==> src/rtl/fir_out_requant.sv <==
// fir_out_requant
//   Output stage for the FIR filters. Each kept sample (1 of every DEC valid
//   inputs) is rounded half-up by an arithmetic right shift of SHIFT bits,
//   saturated to OUT_W signed bits and pushed into a small FWFT FIFO. The FIFO
//   drains through a valid/ready handshake toward the DAC/capture logic.
//   Saturation and FIFO-full drops are counted for debug.
// Ports
//   clk         system clock, rising edge
//   rst         synchronous reset, active low
//   din         signed FIR result, IN_W bits
//   din_valid   din qualifier
//   dout        signed requantized sample at the FIFO head (0 while empty)
//   dout_valid  FIFO non-empty
//   dout_ready  consumer accepts dout when dout_valid && dout_ready
//   fifo_level  FIFO occupancy
//   sat_flag    sticky: some kept sample saturated
//   sat_cnt     saturated-sample count, holds at 16'hFFFF
//   drop_cnt    samples lost to a full FIFO, holds at 16'hFFFF
module fir_out_requant #(
    parameter int IN_W       = 29,
    parameter int OUT_W      = 12,
    parameter int SHIFT      = 12,
    parameter int DEC        = 4,
    parameter int FIFO_DEPTH = 4
) (
    input  logic                          clk,
    input  logic                          rst,
    input  logic [IN_W-1:0]               din,
    input  logic                          din_valid,
    output logic [OUT_W-1:0]              dout,
    output logic                          dout_valid,
    input  logic                          dout_ready,
    output logic [$clog2(FIFO_DEPTH):0]   fifo_level,
    output logic                          sat_flag,
    output logic [15:0]                   sat_cnt,
    output logic [15:0]                   drop_cnt
);
    localparam int PTR_W = $clog2(FIFO_DEPTH);
    localparam int PH_W  = (DEC > 1) ? $clog2(DEC) : 1;
    // Half an LSB of the output grid; zero when SHIFT==0 so the value passes through.
    localparam logic signed [IN_W:0] RND    = (IN_W+1)'((2**SHIFT) / 2);
    localparam logic signed [IN_W:0] SAT_HI = (IN_W+1)'((2**(OUT_W-1)) - 1);
    localparam logic signed [IN_W:0] SAT_LO = -SAT_HI - 1;

    logic [PH_W-1:0]  phase_q, phase_d;
    logic [IN_W-1:0]  s1_q, s1_d;
    logic             s1_vld_q, s1_vld_d;
    logic [OUT_W-1:0] mem_q [FIFO_DEPTH];
    logic [OUT_W-1:0] mem_d [FIFO_DEPTH];
    logic [PTR_W-1:0] wr_ptr_q, wr_ptr_d, rd_ptr_q, rd_ptr_d;
    logic [PTR_W:0]   level_q, level_d;
    logic             sat_flag_q, sat_flag_d;
    logic [15:0]      sat_cnt_q, sat_cnt_d, drop_cnt_q, drop_cnt_d;

    logic signed [IN_W:0] sum, q;
    logic [OUT_W-1:0]     res;
    logic                 keep, clip, rd, full, wr_ok, drop;

    always_comb begin
        // Decimation: phase only moves on valid input, sample kept at phase 0.
        keep    = din_valid && (phase_q == '0);
        phase_d = phase_q;
        if (din_valid) begin
            phase_d = (phase_q == PH_W'(DEC - 1)) ? '0 : phase_q + PH_W'(1);
        end
        s1_d     = keep ? din : s1_q;
        s1_vld_d = keep;

        // Round half-up in IN_W+1 bits so the +RND cannot wrap, then shift.
        sum  = $signed({s1_q[IN_W-1], s1_q}) + RND;
        q    = sum >>> SHIFT;
        clip = 1'b0;
        res  = q[OUT_W-1:0];
        if (q > SAT_HI) begin
            clip = 1'b1;
            res  = SAT_HI[OUT_W-1:0];
        end else if (q < SAT_LO) begin
            clip = 1'b1;
            res  = SAT_LO[OUT_W-1:0];
        end

        // A read frees the head slot in the same edge, so full+read still accepts.
        rd    = (level_q != '0) && dout_ready;
        full  = (level_q == (PTR_W+1)'(FIFO_DEPTH));
        wr_ok = s1_vld_q && (!full || rd);
        drop  = s1_vld_q && full && !rd;

        mem_d = mem_q;
        if (wr_ok) mem_d[wr_ptr_q] = res;
        wr_ptr_d = wr_ptr_q + PTR_W'(wr_ok);
        rd_ptr_d = rd_ptr_q + PTR_W'(rd);
        case ({wr_ok, rd})
            2'b10:   level_d = level_q + (PTR_W+1)'(1);
            2'b01:   level_d = level_q - (PTR_W+1)'(1);
            default: level_d = level_q;
        endcase

        // Saturation is counted even when the sample is then dropped.
        sat_flag_d = sat_flag_q;
        sat_cnt_d  = sat_cnt_q;
        if (s1_vld_q && clip) begin
            sat_flag_d = 1'b1;
            if (sat_cnt_q != 16'hFFFF) sat_cnt_d = sat_cnt_q + 16'd1;
        end
        drop_cnt_d = drop_cnt_q;
        if (drop && drop_cnt_q != 16'hFFFF) drop_cnt_d = drop_cnt_q + 16'd1;
    end

    always_ff @(posedge clk) begin
        if (!rst) begin
            phase_q    <= '0;
            s1_q       <= '0;
            s1_vld_q   <= 1'b0;
            for (int i = 0; i < FIFO_DEPTH; i++) mem_q[i] <= '0;
            wr_ptr_q   <= '0;
            rd_ptr_q   <= '0;
            level_q    <= '0;
            sat_flag_q <= 1'b0;
            sat_cnt_q  <= '0;
            drop_cnt_q <= '0;
        end else begin
            phase_q    <= phase_d;
            s1_q       <= s1_d;
            s1_vld_q   <= s1_vld_d;
            mem_q      <= mem_d;
            wr_ptr_q   <= wr_ptr_d;
            rd_ptr_q   <= rd_ptr_d;
            level_q    <= level_d;
            sat_flag_q <= sat_flag_d;
            sat_cnt_q  <= sat_cnt_d;
            drop_cnt_q <= drop_cnt_d;
        end
    end

    assign dout_valid = (level_q != '0);
    // Head slot may hold stale data after reset; present 0 whenever empty.
    assign dout       = dout_valid ? mem_q[rd_ptr_q] : '0;
    assign fifo_level = level_q;
    assign sat_flag   = sat_flag_q;
    assign sat_cnt    = sat_cnt_q;
    assign drop_cnt   = drop_cnt_q;
endmodule

==> config.mk <==
export PLATFORM = sky130hd
export DESIGN_NAME = fir_out_requant
export DESIGN_NICKNAME = d
export VERILOG_FILES = /design/src/rtl/fir_out_requant.sv
export SDC_FILE = /design/constraint.sdc
export NUM_CORES = 1
export LEC_CHECK = 0
export ABC_CLOCK_PERIOD_IN_PS = 4300
export BUFFER_PORTS_ARGS = -buffer_cell sky130_fd_sc_hd__clkbuf_2
export CAP_MARGIN = 40
export CELL_PAD_IN_SITES_DETAIL_PLACEMENT = 1
export CELL_PAD_IN_SITES_GLOBAL_PLACEMENT = 1
export CORE_UTILIZATION = 46
export CTS_CLUSTER_DIAMETER = 120
export DETAILED_ROUTE_END_ITERATION = 8
export PLACE_DENSITY_LB_ADDON = 0.1
export REMOVE_ABC_BUFFERS = 1
export SLEW_MARGIN = 20
export SYNTH_ARGS = -nofsm -noshare
export SYNTH_HDL_FRONTEND = slang
export SYNTH_SLANG_ARGS = --single-unit
export TNS_END_PERCENT = 50
==> constraint.sdc <==
create_clock -name clk -period 4.3 [get_ports clk]
set_clock_uncertainty 0.15 [all_clocks]
set_input_delay 0.215 -clock clk [delete_from_list [all_inputs] [get_ports clk]]
set_output_delay 0.215 -clock clk [all_outputs]
set_load 0.05 [all_outputs]
Word-level counts from Yosys, hierarchy flattened
Index checks and enable logic that the tools add are counted.

$add $sub $neg: 8. Magnitude comparators: 5. Equal/unequal tests: 6. Multiplexer cells: 13. Bitwise operators: 2. Reduce and logical (&&, ||, !) cells: 15.

Operators with widths (number): $mux 12 (6); $bwmux 48 (1); $add 16x1->16 const B (2); $ne 16x16->1 const B (2); $add 29x13->30 const B (1); $bmux 12 s2 (1); $demux 12 s2 (1); $gt 18x12->1 const B (1); $lt 18x12->1 const B (1); $logic_and 1x1->1 (8); $ge 3x3->1 const B (2); $not 2->3 (2); $pmux 3 s2 (1); $add 2x1->2 (2); $eq 2x2->1 const B (2); $add 3x1->3 const B (1); $eq 3x3->1 const B (1); $lt 3x1->1 const B (1); $reduce_bool 3->1 (1); $sub 3x1->3 const B (1); $add 2x1->2 const B (1); $eq 2x1->1 const B (1); $logic_not 1->1 (2); $logic_not 2->1 (1); 5 further kinds (6).

Register bits after elaboration: 120. Bits of input ports: 33. Output and inout port bits: 49.

Logic depth before layout (Yosys ltp)
Gate-level depths: netlist of run 1.

Depth in word-level cells: 6. Depth in mapped cells: 9.

Worst setup path before layout of run 1
Ideal clock, no wire load.

Kind: reg-to-reg. Start point: register level_q[0], in the netlist fifo_level[0]. End point: register level_q[2], in the netlist fifo_level[2]. Setup time: 0.070 ns. Data arrival time: 2.422 ns. Required time: 4.080 ns. Setup slack: 1.658 ns. Cell stages (with the launch flop): 10. Path buffers: 1. Path through: dfxtp_1 > nor3_1 > clkbuf_1 > nor2b_1 > ha_1 > inv_1 > fa_1 > xor2_1 > or3_1 > a21oi_1.

Cells in the longest elaborated chain, start to end: 6. Elaborated cells between the ends (all ways): 12.

Ends and longest elaborated chain: from (decl) (RTL line 51) `logic [PTR_W:0] level_q, level_d;`; from (signal assigned) (RTL line 128) `level_q <= level_d;`; $eq 3x3->1 / $reduce_bool 3->1 (equally long branches) (RTL line 84, 83); $logic_not 1->1 / $logic_and 1x1->1 (equally long branches) (RTL line 85, 83); $logic_or 1x1->1 (RTL line 85) `wr_ok = s1_vld_q && (!full || rd);`; $logic_and 1x1->1 (RTL line 85); $eq 2x1->1 / $eq 2x2->1 (equally long branches) (RTL line 92) `case ({wr_ok, rd})`; $pmux 3 s2 / $reduce_bool 2->1 (equally long branches).

Parallel ways exist; a longest one is shown, timed or not. A chain may end at the register's enable or synchronous reset.

Worst setup path after layout of run 1
Start point: register s1_q[12]. End point: register mem_q[37] in the netlist's numbering.

Cells in the longest elaborated chain, start to end: 5. Elaborated cells between the ends (all ways): 6.

Ends and longest elaborated chain: from (decl) (RTL line 46) `logic [IN_W-1:0] s1_q, s1_d;`; from (signal assigned) (RTL line 112) `s1_q <= '0;`; from (signal assigned) (RTL line 123) `s1_q <= s1_d;`; $add 29x13->30 (*) (RTL line 70) `sum = $signed({s1_q[IN_W-1], s1_q}) + RND;`; $lt 18x12->1 (RTL line 77) `end else if (q < SAT_LO) begin`; $mux 12 (RTL line 77); $mux 12 (*) (RTL line 74) `if (q > SAT_HI) begin`; $bwmux 48 (*) (RTL line 89) `if (wr_ok) mem_d[wr_ptr_q] = res;`; to (signal assigned) (RTL line 125) `mem_q <= mem_d;`; to (decl) (RTL line 48) `logic [OUT_W-1:0] mem_q [FIFO_DEPTH];`.

Mark *: on every way between the ends. The rest lies on a longest branch, timed or not.

==> summary.txt, run 1 <==
Outcome
  • Status: finished, final reports clean

GRT
  • GRT busiest layer: met2
  • Number of global-route vias before repair: 4654
  • GR Util met2: 41.8%
  • GR Layer Usage met3: 3.40%
  • Total track usage: 24.7%
  • First-pass GRT wire length: 22300 um
  • Initial antenna violation count: 0
  • Global route overflow: 0
  • Largest net degree at the start of global routing: 64
  • GR Util met1: 32.0%

Place
  • Final GP Congestion: between 0.7 and 0.8
  • Hpwl dp: 9200 um
  • IO Port Bufs: 70
  • Placed cells: 768

Setup path
  • R2R depth: 8
  • R2r setup slk: 1290 ps
  • CP Capture Type: flip-flop
  • Reg2reg start: s1_q[12]
  • CP startpoint kind: flip-flop
  • CP required: roughly 4500 ps
  • Crit-path max FO: 11
  • CP arrival: 3170 ps
  • CP Class: flip-flop to flip-flop
  • Reg-to-Reg End: mem_q[37]

Synth
  • Synth area leaders: dfxtp_1, a21oi_1, nand2_1
  • Post-synthesis simple-gate area fraction: 23.6%
  • Post-synth top area share: around 43%
  • Mux cell area share after synthesis: 8.06%
  • Cell Area, Synth: a little over 0.005 mm^2
  • Cells after synthesis: 577
  • Yosys top cell by area: dfxtp_1
  • #FFs+latches synth: between 100 and 150
  • Ys async rst share: 0%
  • Synth Area in XOR/XNOR: 5.16%
  • Area share of fa/ha/maj cells after synthesis: 2.36%
  • Largest family of logic cells by synthesized area: simple AND/OR/NAND/NOR gates
  • Register area share after synthesis: 42.9%
  • Avg Cell Area, Syn: 8.83 um^2
  • Number of synthesized flops with an enable pin: 0
  • Yosys cell types: 56
  • Synth Area in Compound Gates: 15.1%
  • Synth Flop Type: dfxtp_1
  • Synth Warn #: 0

Clock network
  • H-Tree Depth: 3
  • Clock tree buffer depth: 2
  • Worst-Skew Late Latency: 380 ps
  • Root buffer cell: clkbuf_8
  • CTS tree: yes
  • Clk slew on worst S/H paths: 100 ps
  • Post-CTS sizing: 0
  • CTS Buf Count: 9
  • CTS Sinks: roughly 110

Floorplan
  • Die Area: 0.0115 mm^2
  • Core area: 0.0108 mm^2
  • I/O pin total: 82
  • Starting density of the core: 47.2%
  • Die H: roughly 110 um
  • Die X: 107 um
  • FP Rows: 38

STA
  • Final Critical Period: 3010 ps
  • Slew @ Worst Pin: approximately 790 ps
  • FMAX: about 330 MHz
  • Total Neg Setup Slack: 0 ps
  • # setup viols final: 0
  • Pins over their slew limit: 0
  • Final Cycle Share: a little over two thirds
  • Rel. slew slack: 46.5%
  • Unrepaired setup endpoints after global routing: false
  • Final Hold Vio Count: 0

Run
  • # Max-Cap Violations: 0

Pwr
  • Leak pwr: 2.31 nW
  • Power per cell area: ~370 mW/mm^2
  • Max VDD drop: 0.363 mV
  • Tot Pwr: 2.17 mW

Drt
  • Antenna viol nets, final: 0
  • Via count: about 4500
  • Via density: 5.54
  • WL final: 13200 um
  • Pre-antenna DRT Iters: 4
  • Drt drc: 0
  • DR iter-0 viols: roughly 150
  • Routed length per instance: between 15 and 20 um

Finish
  • Commonest non-fill, non-tap cell in the layout: dfxtp_1
  • Share of post-route cells with drive strength above 1: 18.6%
  • Final nets: between 700 and 800
  • Non-filler cells, final: 805
  • Area Growth Syn to Fin: 16.7%
  • Diodes inserted: 0
  • Final Core Density: a little under three fifths
  • Most frequent cells in the layout: dfxtp_1, nand2_1, clkbuf_2, a21oi_1, o21ai_0

Min path
  • Hold path cells: 4
  • Worst hold path type: primary input to flip-flop
  • Min-delay src: dout_ready
  • Hold Crit Endpoint: rd_ptr_q[0]
[Yosys cell counts, types with 2 or more instances]
cell / n
dfxtp_1: 109
nand2_1: 73
a21oi_1: 69
o21ai_0: 50
nor2_1: 42
nand3_1: 27
xnor2_1: 20
clkbuf_1: 16
and3_1: 14
mux2i_1: 14
nor2b_1: 13
mux4_2: 12
inv_1: 11
xor2_1: 10
ha_1: 8
nand2b_1: 8
buf_1: 7
nand4_1: 7
or3_1: 7
and2_1: 5
nor2_4: 5
nor3_1: 5
nor4_1: 4
and4_1: 3
or4_1: 3
buf_4: 2
nand3b_1: 2
o31ai_1: 2
or2_2: 2
[kinds of logic (layout without fill, tap and decap cells)]
| group | after synthesis | count (layout) |
|---|---|---|
| multiplexers | 26 | 26 |
| AND/OR/NAND/NOR | 229 | 229 |
| adder cells (fa/ha/maj) | 9 | 9 |
| flip-flops | 109 | 109 |
| buffers and inverters | 37 | 125 |
| XOR/XNOR | 30 | 30 |
| AO/OA/AOI/OAI | 137 | 137 |
[power by group]
group | switching, mW | internal (mW)
clock | 0.350 | 0.210
sequential | 0.0642 | 1.05
combinational | 0.315 | 0.176
total | 0.729 | 1.44
[layer usage]
metal	routed length (um)	share of wire (%)	vias to the layer above
met5	0	0	-
met4	165	1.3	0
met3	386	2.9	12
met2	6420	49	70
met1	6190	47	2178
li1	-	-	2197
[repair_timing]
action                                  in CTS  in global routing
hold buffers                                19                  0
endpoints found under the setup margin       0                  0
endpoints found under the hold margin       19                  0
setup buffers                                0                  0
[flip-flops by register name, summed over array words and instances (netlist names)]
| register | cells |
|---|---|
| sat_cnt | 16 |
| wr_ptr_q | 2 |
| mem_q | 48 |
| s1_vld_q | 1 |
| rd_ptr_q | 2 |
| drop_cnt | 16 |
| fifo_level | 3 |
| phase_q | 2 |
| s1_q | 18 |
| sat_flag | 1 |
[critical path: stages, from the launching register on]
cell      delay [ps]
dfxtp_1          480
ha_1             330
inv_1             90
nor4_1           570
a21boi_0         340
clkbuf_2         230
nand2_1          270
nand2_1          240
a21oi_1          240
[final cells by class]
class	count	area [um^2]
Clock inverter	4	25.0
Inverter	12	45.0
Tap cell	140	175
Fill cell	1306	4850
Clock buffer	12	135
Timing Repair Buffer	97	614
Multi-Input combinational cell	431	2760
Sequential cell	109	2180
[worst max-delay path by stage]
| stage | startpoint | end | slack (ps) | cells past startpoint |
|---|---|---|---|---|
| CTS | s1_q[12] | mem_q[37] | 1220 | 7 |
| floorplan | fifo_level[0] | fifo_level[2] | 1600 | 8 |
| detailed placement | s1_q[12] | mem_q[37] | 1240 | 7 |
| global route | s1_q[12] | mem_q[41] | 990 | 8 |
| finish | s1_q[12] | mem_q[37] | 1290 | 8 |
| global placement | s1_q[12] | mem_q[32] | 1450 | 8 |
[per-stage QoR]
step	cell area (um^2)	hold slack, ps	worst slack [ps]
4_1_cts	5920	225	1220
3_5_place_dp	5570	297	1240
5_1_grt	5940	247	989
2_1_floorplan	4990	187	1600
6_report	5940	233	1290
3_3_place_gp	5540	290	1450
No activity file was read; power rests on OpenSTA's default activity.
==> inputs of run 2 (changes only) <==
--- a/config.mk
+++ b/config.mk
@@ -5,12 +5,12 @@
 export SDC_FILE = /design/constraint.sdc
 export NUM_CORES = 1
 export LEC_CHECK = 0
-export ABC_CLOCK_PERIOD_IN_PS = 4300
+export ABC_CLOCK_PERIOD_IN_PS = 2700
 export BUFFER_PORTS_ARGS = -buffer_cell sky130_fd_sc_hd__clkbuf_2
 export CAP_MARGIN = 40
 export CELL_PAD_IN_SITES_DETAIL_PLACEMENT = 1
 export CELL_PAD_IN_SITES_GLOBAL_PLACEMENT = 1
-export CORE_UTILIZATION = 46
+export CORE_UTILIZATION = 38
 export CTS_CLUSTER_DIAMETER = 120
 export DETAILED_ROUTE_END_ITERATION = 8
 export PLACE_DENSITY_LB_ADDON = 0.1
==> constraint.sdc (replaced) <==
create_clock -name clk -period 2.7 [get_ports clk]
set_clock_uncertainty 0.15 [all_clocks]
set_input_delay 0.135 -clock clk [delete_from_list [all_inputs] [get_ports clk]]
set_output_delay 0.135 -clock clk [all_outputs]
set_load 0.05 [all_outputs]
==> run 2 against run 1 <==
Via count rose by 1.5%. Count of clock-buffer cells in the layout rose by 2. Sequential power rose by 56%. Final area rose by 5.9%. Largest power group unchanged. Highest routed layer unchanged.
==> summary.txt, run 2 (synthesis results as in run 1) <==
Place
  • Hpwl dp: just under 10000 um
  • DP Area: 0.00577 mm^2
  • IO Port Bufs: 70
  • Dpl ws: -48.6 ps
  • Final GP Congestion: 0.793

GRT
  • Initial antenna violation count: 0
  • Number of global-route vias before repair: 4687
  • GRT busiest layer: met2
  • Total track usage: 20.8%
  • GR Layer Usage met3: 2.62%
  • GR Util met2: 36.3%
  • Largest net degree at the start of global routing: 63
  • Global route overflow: 0
  • First-pass GRT wire length: between 20000 and 25000 um
  • GR Util met1: roughly a quarter

Clock network
  • Clock tree buffer depth: 2
  • CTS Sinks: between 100 and 150
  • Worst-Skew Late Latency: 350 ps
  • H-Tree Depth: 3
  • CTS tree: yes
  • Root buffer cell: clkbuf_16
  • CTS Buf Count: 9
  • Clk slew on worst S/H paths: 70 ps

Finish
  • Area Growth Syn to Fin: 23.5%
  • Share of post-route cells with drive strength above 1: 21.7%
  • Most frequent cells in the layout: dfxtp_1, nand2_1, clkbuf_2, a21oi_1, o21ai_0
  • Top Registers: mem_q x48, s1_q x18
  • Final nets: 725
  • Final Core Density: 49.1%
  • Commonest non-fill, non-tap cell in the layout: dfxtp_1
  • Diodes inserted: 0
  • Max reg flops: 48
  • Biggest register: mem_q
  • Design Area, Final: 0.00629 mm^2
  • # fillers: 1521

STA
  • Slew @ Worst Pin: 656 ps
  • Final Cycle Share: 95.0%
  • Unrepaired setup endpoints after global routing: false
  • Rel. slew slack: 56.2%
  • Fin worst setup slack: 134 ps
  • Final Hold Vio Count: 0
  • Pins over their slew limit: 0
  • Tightest hold margin: 89.4 ps
  • # setup viols final: 0
  • FMAX: 390 MHz
  • Final Critical Period: between 2000 and 3000 ps

Setup path
  • Cell family with most CP delay: simple AND/OR/NAND/NOR gates
  • Stages on worst setup path: 8
  • Crit-path max FO: 5
  • Max stage delay on crit path: 420 ps
  • CP Launch Point: fifo_level[1]
  • Reg2reg start: fifo_level[1]
  • CP Capture Type: flip-flop
  • Reg-to-Reg End: fifo_level[2]
  • Worst path bufs/invs: 1
  • CP endpoint: fifo_level[2]
  • CP Class: flip-flop to flip-flop
  • CP startpoint kind: flip-flop
  • CP arrival: 2700 ps
  • R2R depth: 8
  • R2r setup slk: 130 ps
  • Worst path cell trace: nor4b_2 > nand2b_1 > ha_1 > inv_1 > fa_1 > xor2_1 > or3_1 > a21oi_1
  • Slowest-stage cell, CP: nor4b_2
  • CP required: 2830 ps

Floorplan
  • FP Rows: 41
  • Die Area: 0.0139 mm^2
  • Core area: around 0.013 mm^2
  • I/O pin total: 82
  • Die X: approximately 120 um
  • Starting density of the core: about two fifths
  • Die H: 118 um

Pwr
  • Combinational power share: between 20% and 30%
  • Leak pwr: 2.48 nW
  • Max VDD drop: 0.272 mV
  • Share of power burned in registers: 45.9%
  • Clock power frac: 31.9%
  • NetSw: ~1.2 mW
  • Tot Pwr: 3.81 mW
  • Power per cell area: 605 mW/mm^2
  • Sw Ratio: 31.4%
  • Internal: 2.61 mW

Drt
  • DR iter-0 viols: between 100 and 150
  • Antenna viol nets, final: 0
  • Pre-antenna DRT Iters: 4
  • Via density: ~5.3
  • WL final: 13900 um
  • Drt drc: 0
  • Via count: approximately 4500
  • Routed length per instance: approximately 16 um

Run
  • # Max-Cap Violations: 0

Min path
  • Worst hold path type: primary input to flip-flop

Outcome
  • Status: finished, final reports clean
==> run 2: cell types whose count changed in the layout (fill, tap and decap cells not counted), sizes merged <==
| cell | previous run | this run |
|---|---|---|
| buf | 7 | 31 |
| clkinvlp | 2 | 0 |
| clkbuf | 83 | 84 |
==> run 2: worst min-delay path by stage <==
stage,depth (start not counted),endpoint,slack (ps),from
3_3_place_gp,3,s1_q[24],210,din[24]
3_5_place_dp,3,s1_q[23],220,din[23]
2_1_floorplan,1,rd_ptr_q[0],110,rst
6_report,3,fifo_level[0],90,rst
5_1_grt,3,sat_cnt[4],130,rst
4_1_cts,3,fifo_level[0],100,rst
==> run 2: what timing repair did <==
| action | 4_1_cts | 5_1_grt |
|---|---|---|
| endpoints found under the setup margin | 19 | 42 |
| resized for setup | 2 | 1 |
| hold buffers | 19 | 0 |
| setup buffers | 0 | 3 |
| pin swaps | 0 | 5 |
| hold endpoints to repair | 20 | 0 |
==> run 2: final cells by class <==
type / count / area, um^2 / share of cell area, %
tap: 172 / 215 / 3.42
sequential: 109 / 2180 / 34.7
timing repair buffer: 120 / 811 / 12.9
clock buffer: 14 / 244 / 3.88
inverter: 12 / 45.0 / 0.716
multi-input combinational: 431 / 2780 / 44.3
clock inverter: 2 / 10.0 / 0.159
==> run 2: routing by layer <==
layer  vias up  share of wire (%)
li1       2254                  -
met1      2195                 46
met2        60                 50
met3        16                2.1
met4         0                1.5
met5         -                  0
==> run 2: worst reg2reg max path, stage by stage, from the launching register on <==
cell,delay (ps)
dfxtp_1,350
nor4b_2,420
nand2b_1,270
ha_1,220
inv_1,60
fa_1,380
xor2_1,170
or3_1,310
a21oi_1,150
==> run 2: power by group through the flow <==
stage	Clock [mW]	Combinational (mW)	Sequential, mW
6_report	1.21	0.845	1.75
3_3_place_gp	0	0.797	1.78
3_5_place_dp	0	0.825	1.78
2_1_floorplan	0	0.468	1.86
4_1_cts	1.24	0.850	1.75
5_1_grt	1.31	0.917	1.76
==> run 2: stage by stage <==
stage	TNS, ps	instances
6_report	0	860
5_1_grt	0	860
4_1_cts	0	857
3_5_place_dp	-83.2	822
3_3_place_gp	0	822
2_1_floorplan	-0.521	552
